**config.mk**
```make
export PLATFORM = sky130hd
export DESIGN_NAME = dmem_burst_arbiter
export DESIGN_NICKNAME = d
export VERILOG_FILES = /design/src/rtl/dmem_burst_arbiter.sv
export SDC_FILE = /design/constraint.sdc
export NUM_CORES = 1
export LEC_CHECK = 0
export CAP_MARGIN = 10
export CORE_AREA = 10 10 102 104
export DETAILED_ROUTE_END_ITERATION = 6
export DIE_AREA = 0 0 112 114
export GPL_ROUTABILITY_DRIVEN = 0
export MAX_ROUTING_LAYER = met4
export PLACE_DENSITY_LB_ADDON = 0.25
export SLEW_MARGIN = 30
export SYNTH_ARGS = -nofsm -noshare
export SYNTH_HDL_FRONTEND = slang
export SYNTH_SLANG_ARGS = --single-unit
```
**constraint.sdc**
```tcl
create_clock -name i_clock -period 4.4 [get_ports i_clock]
set_input_delay 1.32 -clock i_clock [delete_from_list [all_inputs] [get_ports i_clock]]
set_output_delay 1.32 -clock i_clock [all_outputs]
set_load 0.02 [all_outputs]
```
**src/rtl/dmem_burst_arbiter.sv**
```systemverilog
// Shares the single-port dmem between the processor (priority) and a read-only burst reader.
// The aux side takes idle cycles and, after STARVE_LIMIT blocked cycles, a forced slot that stalls the processor.
`timescale 1ns/1ps
module dmem_burst_arbiter #(
  parameter int ADDR_W       = 12,
  parameter int DATA_W       = 32,
  parameter int LEN_W        = 4,
  parameter int STARVE_LIMIT = 4
) (
  input  logic              i_clock,
  input  logic              i_reset,
  input  logic              i_proc_access,
  input  logic [ADDR_W-1:0] i_proc_addr,
  input  logic [DATA_W-1:0] i_proc_data,
  input  logic              i_proc_wren,
  output logic              o_proc_stall,
  input  logic              i_aux_start,
  input  logic [ADDR_W-1:0] i_aux_base,
  input  logic [LEN_W-1:0]  i_aux_len,
  output logic              o_aux_busy,
  output logic              o_aux_valid,
  output logic [LEN_W-1:0]  o_aux_index,
  output logic [DATA_W-1:0] o_aux_rdata,
  output logic              o_aux_done,
  output logic [ADDR_W-1:0] o_dmem_address,
  output logic [DATA_W-1:0] o_dmem_data,
  output logic              o_dmem_wren,
  input  logic [DATA_W-1:0] i_dmem_q
);
  localparam int SC_W = $clog2(STARVE_LIMIT + 1);

  typedef enum logic [1:0] {S_IDLE, S_RUN, S_FIN} state_t;

  state_t            r_state;
  logic [ADDR_W-1:0] r_base;
  logic [LEN_W-1:0]  r_len;
  logic [LEN_W-1:0]  r_idx;
  logic [SC_W-1:0]   r_starve;
  logic              r_valid;
  logic [LEN_W-1:0]  r_index;
  logic [DATA_W-1:0] r_rdata;

  logic              w_run;
  logic              w_force;
  logic              w_grant;
  logic [ADDR_W-1:0] w_aux_addr;

  // Force depends only on registers, so the stall has no path from proc_* inputs.
  assign w_run      = (r_state == S_RUN);
  assign w_force    = w_run && (r_starve == SC_W'(STARVE_LIMIT));
  assign w_grant    = w_run && (!i_proc_access || w_force);
  assign w_aux_addr = r_base + ADDR_W'(r_idx);

  assign o_proc_stall = w_force;
  assign o_aux_busy   = (r_state != S_IDLE);
  assign o_aux_done   = (r_state == S_FIN);
  assign o_aux_valid  = r_valid;
  assign o_aux_index  = r_index;
  assign o_aux_rdata  = r_rdata;
  assign o_dmem_data  = i_proc_data;

  always_comb begin
    o_dmem_address = i_proc_addr;
    o_dmem_wren    = i_proc_wren & i_proc_access;
    if (w_grant) begin
      o_dmem_address = w_aux_addr;
      o_dmem_wren    = 1'b0;
    end
  end

  always_ff @(posedge i_clock or posedge i_reset) begin
    if (i_reset) begin
      r_state  <= S_IDLE;
      r_base   <= '0;
      r_len    <= '0;
      r_idx    <= '0;
      r_starve <= '0;
      r_valid  <= 1'b0;
      r_index  <= '0;
      r_rdata  <= '0;
    end else begin
      // dmem captures on the falling edge, so q is already valid at the end of the grant cycle.
      r_valid <= w_grant;
      if (w_grant) begin
        r_rdata <= i_dmem_q;
        r_index <= r_idx;
      end
      if (!w_run || w_grant)
        r_starve <= '0;
      else if (r_starve != SC_W'(STARVE_LIMIT))
        r_starve <= r_starve + SC_W'(1);
      case (r_state)
        S_IDLE: if (i_aux_start) begin
          r_base  <= i_aux_base;
          r_len   <= i_aux_len;
          r_idx   <= '0;
          r_state <= (i_aux_len == '0) ? S_FIN : S_RUN;
        end
        S_RUN: if (w_grant) begin
          r_idx <= r_idx + LEN_W'(1);
          if (r_idx == r_len - LEN_W'(1)) r_state <= S_FIN;
        end
        S_FIN:   r_state <= S_IDLE;
        default: r_state <= S_IDLE;
      endcase
    end
  end
endmodule

```
==> metrics <==
full die area 12800 um2; slowest CP cell clkdlybuf4s50_1; total number of vias 2695; EDFF count, synth 0; Comb power frac 51.9%; total CTS buffers 9; CP Capture Type output pin; startpoint types input port; max-slew violations 0; Crit Path Max Fanout 12; ys async rst share 100%; skew final 0.00776 ns; register bit total from synthesis 62; Least-Margin Pin Slew 0.942 ns; initial core utilization 38.3%; FMAX 232 MHz; clock root buffer clkbuf_8; Hold Crit Class register to register; vias in the first global route 2862; Chip Width 112 um; Worst EP arrival 2.99 ns; largest net degree at the start of global routing 50; Final Setup Violations 0; Sink Count 62; maximum root-to-sink buffer count 2; TritonCTS clock tree yes; H-tree level count 3; unrepaired setup endpoints after global routing false; area growth from synthesis to layout 39.6%; final hold violations 0; Post-Syn Area 3250 um2; cts repair resizes 12; Sw Ratio 41.0%; gr ovfl total 0; routed wire length 9030 um; worst skew pair latency 0.33 ns; worst stage delay on the critical path 0.49 ns; setup bufs post-CTS 0; power density over the cells 702 nW/um2; Worst EP required 3.08 ns; # diodes 0; fin cells 572; period utilization 97.9%; status complete, no violations; setup TNS 0 ns; Ys Warns 0; # DRC 0; Total Nets Final 565; first-pass GRT wire length 14500 um; clock share of power 15.7%; power share of the sequential group 32.4%; io pins 182; Placed Instances 556; port buffer count 117; chip height 114 um; critical path type input port to output pin; initial antenna violation count 0; DP HPWL 7000 um; 1st-pass router iterations 4; synthesized area per cell 8.92 um2; initial drt markers 139; fraction of layout cells with a size suffix above 1 11.0%; row count 34; fin util 53.5%; core area 8470 um2; Reg clk slew, reported paths 0.07 ns; worst path buffer plus inverter count 4; Syn Inst Count 364; worst-path cell chain clkdlybuf4s50_1, a21bo_2, nand2_2, buf_4, inv_1, o211ai_1, nand3_1, dlygate4sd2_1; Antenna Nets Post-Route 0; WL/cell 15.8 um; CP top delay family buffers and inverters; post-synthesis sequential area ratio 47.8%; Overall Global Routing Usage 14.1%; Pint 1880 uW; Top FF cell, synth dfrtp_1; library cells used by synthesis 44; Slew HR 37.1%; routed vias/inst 4.71; MaxCap Viol Count 0; LEAKAGE 0.00213 uW; Sw Pwr 1300 uW; hold_buf cts 0; clock period minus worst slack 4.31 ns; VDD IR-drop max 0.000370 V; Overall Power 3180 uW; Synthesized Nets 470
-- metrics by stage --
step           area (um2)  setup slack, ns  hold WS (ns)
6_report             4530           0.0908         0.476
5_1_grt              4530          0.00822         0.501
4_1_cts              4530          0.00412         0.479
3_5_place_dp         4340           -0.255         0.461
3_3_place_gp         4340           -0.243         0.444
2_1_floorplan        3250            0.661         0.429
-- logic make-up after synthesis --
group / after synthesis / synth area share [%]
simple gates: 172 / 22.5
flops: 62 / 47.8
buf+inv: 59 / 11.1
compound gates: 35 / 6.71
xor+xnor: 14 / 3.78
mux: 13 / 4.47
fa+ha+maj: 9 / 3.70
-- flip-flops by register name, summed over array words and instances (netlist names) --
name and count:
r_base 12, r_state 2, r_idx 4, r_starve 3, o_aux_index 4, o_aux_valid 1, o_aux_rdata 32, r_len 4
-- worst paths after layout --
kind                            startpoint                end  slack (ns)  cells after the start
max reg2reg                     r_state[0]          r_base[6]        2.30                      3
min in group asynchronous          i_reset     o_aux_rdata[5]        1.43                      2
max                          i_proc_access  o_dmem_address[7]        0.09                      8
max in group asynchronous          i_reset    o_aux_rdata[20]        2.38                      3
min                        o_aux_rdata[11]    o_aux_rdata[11]        0.48                      2
min reg2reg                o_aux_rdata[11]    o_aux_rdata[11]        0.48                      2
-- metal layers --
layer | vias to the layer above | wire length [um] | GRT usage [%]
met2 | 98 | 4370 | 22.3
met1 | 1244 | 3950 | 17.0
met5 | - | 0 | -
met3 | 16 | 542 | 3.57
met4 | 0 | 170 | 5.67
li1 | 1337 | - | -
-- cell usage in the layout, fill, tap and decap left out, types with 2 or more instances in the layout --
| cell type | count |
|---|---|
| and3_1 | 3 |
| a21oi_1 | 5 |
| o21ai_0 | 16 |
| a31o_2 | 2 |
| xnor2_1 | 10 |
| ha_1 | 8 |
| nand3_1 | 8 |
| buf_4 | 13 |
| nand2_1 | 127 |
| nor3_1 | 4 |
| nand4_1 | 2 |
| or4_1 | 3 |
| a211oi_1 | 2 |
| nor4_1 | 2 |
| dfrtp_1 | 62 |
| clkbuf_8 | 14 |
| clkdlybuf4s50_1 | 105 |
| dlygate4sd2_1 | 10 |
| nor2_1 | 10 |
| mux2_2 | 12 |
| or2_2 | 2 |
| xor2_1 | 4 |
| inv_1 | 12 |
-- cell type report --
| type | count | area (um2) |
|---|---|---|
| fill | 781 | 3930 |
| sequential | 62 | 1550 |
| multi-input combinational | 243 | 1340 |
| timing repair buffer | 130 | 1250 |
| clock buffer | 14 | 193 |
| tap | 108 | 135 |
| inverter | 13 | 51.3 |
| clock inverter | 2 | 12.5 |
-- Yosys cell counts, types with 2 or more instances --
library cell / count / area, um2
a211oi_1: 2 / 15.0
a21oi_1: 5 / 25.0
a31o_2: 2 / 17.5
and3_1: 3 / 18.8
buf_2: 8 / 40.0
buf_4: 34 / 255
clkbuf_1: 4 / 15.0
dfrtp_1: 62 / 1550
ha_1: 8 / 100
inv_1: 13 / 48.8
mux2_2: 12 / 135
nand2_1: 128 / 480
nand3_1: 8 / 40.0
nand4_1: 2 / 12.5
nor2_1: 10 / 37.5
nor3_1: 4 / 20.0
nor4_1: 2 / 12.5
o21ai_0: 16 / 80.1
or2_2: 2 / 12.5
or4_1: 3 / 22.5
xnor2_1: 10 / 87.6
xor2_1: 4 / 35.0
-- tightest hold or removal path, delay by kind of cell, from the launching register on --
family | cells | cell delay (ns)
DFF | 1 | 0.34
and+or+nand+nor | 2 | 0.11
-- power groups by stage --
stage | Sequential, uW | Clock [uW] | Combinational [uW]
floorplan | 1190 | 0 | 846
global placement | 1030 | 0 | 1710
detailed placement | 1040 | 0 | 1720
CTS | 1030 | 516 | 1680
global route | 1070 | 545 | 1810
finish | 1030 | 499 | 1650
No activity file was read; power rests on OpenSTA's default activity.
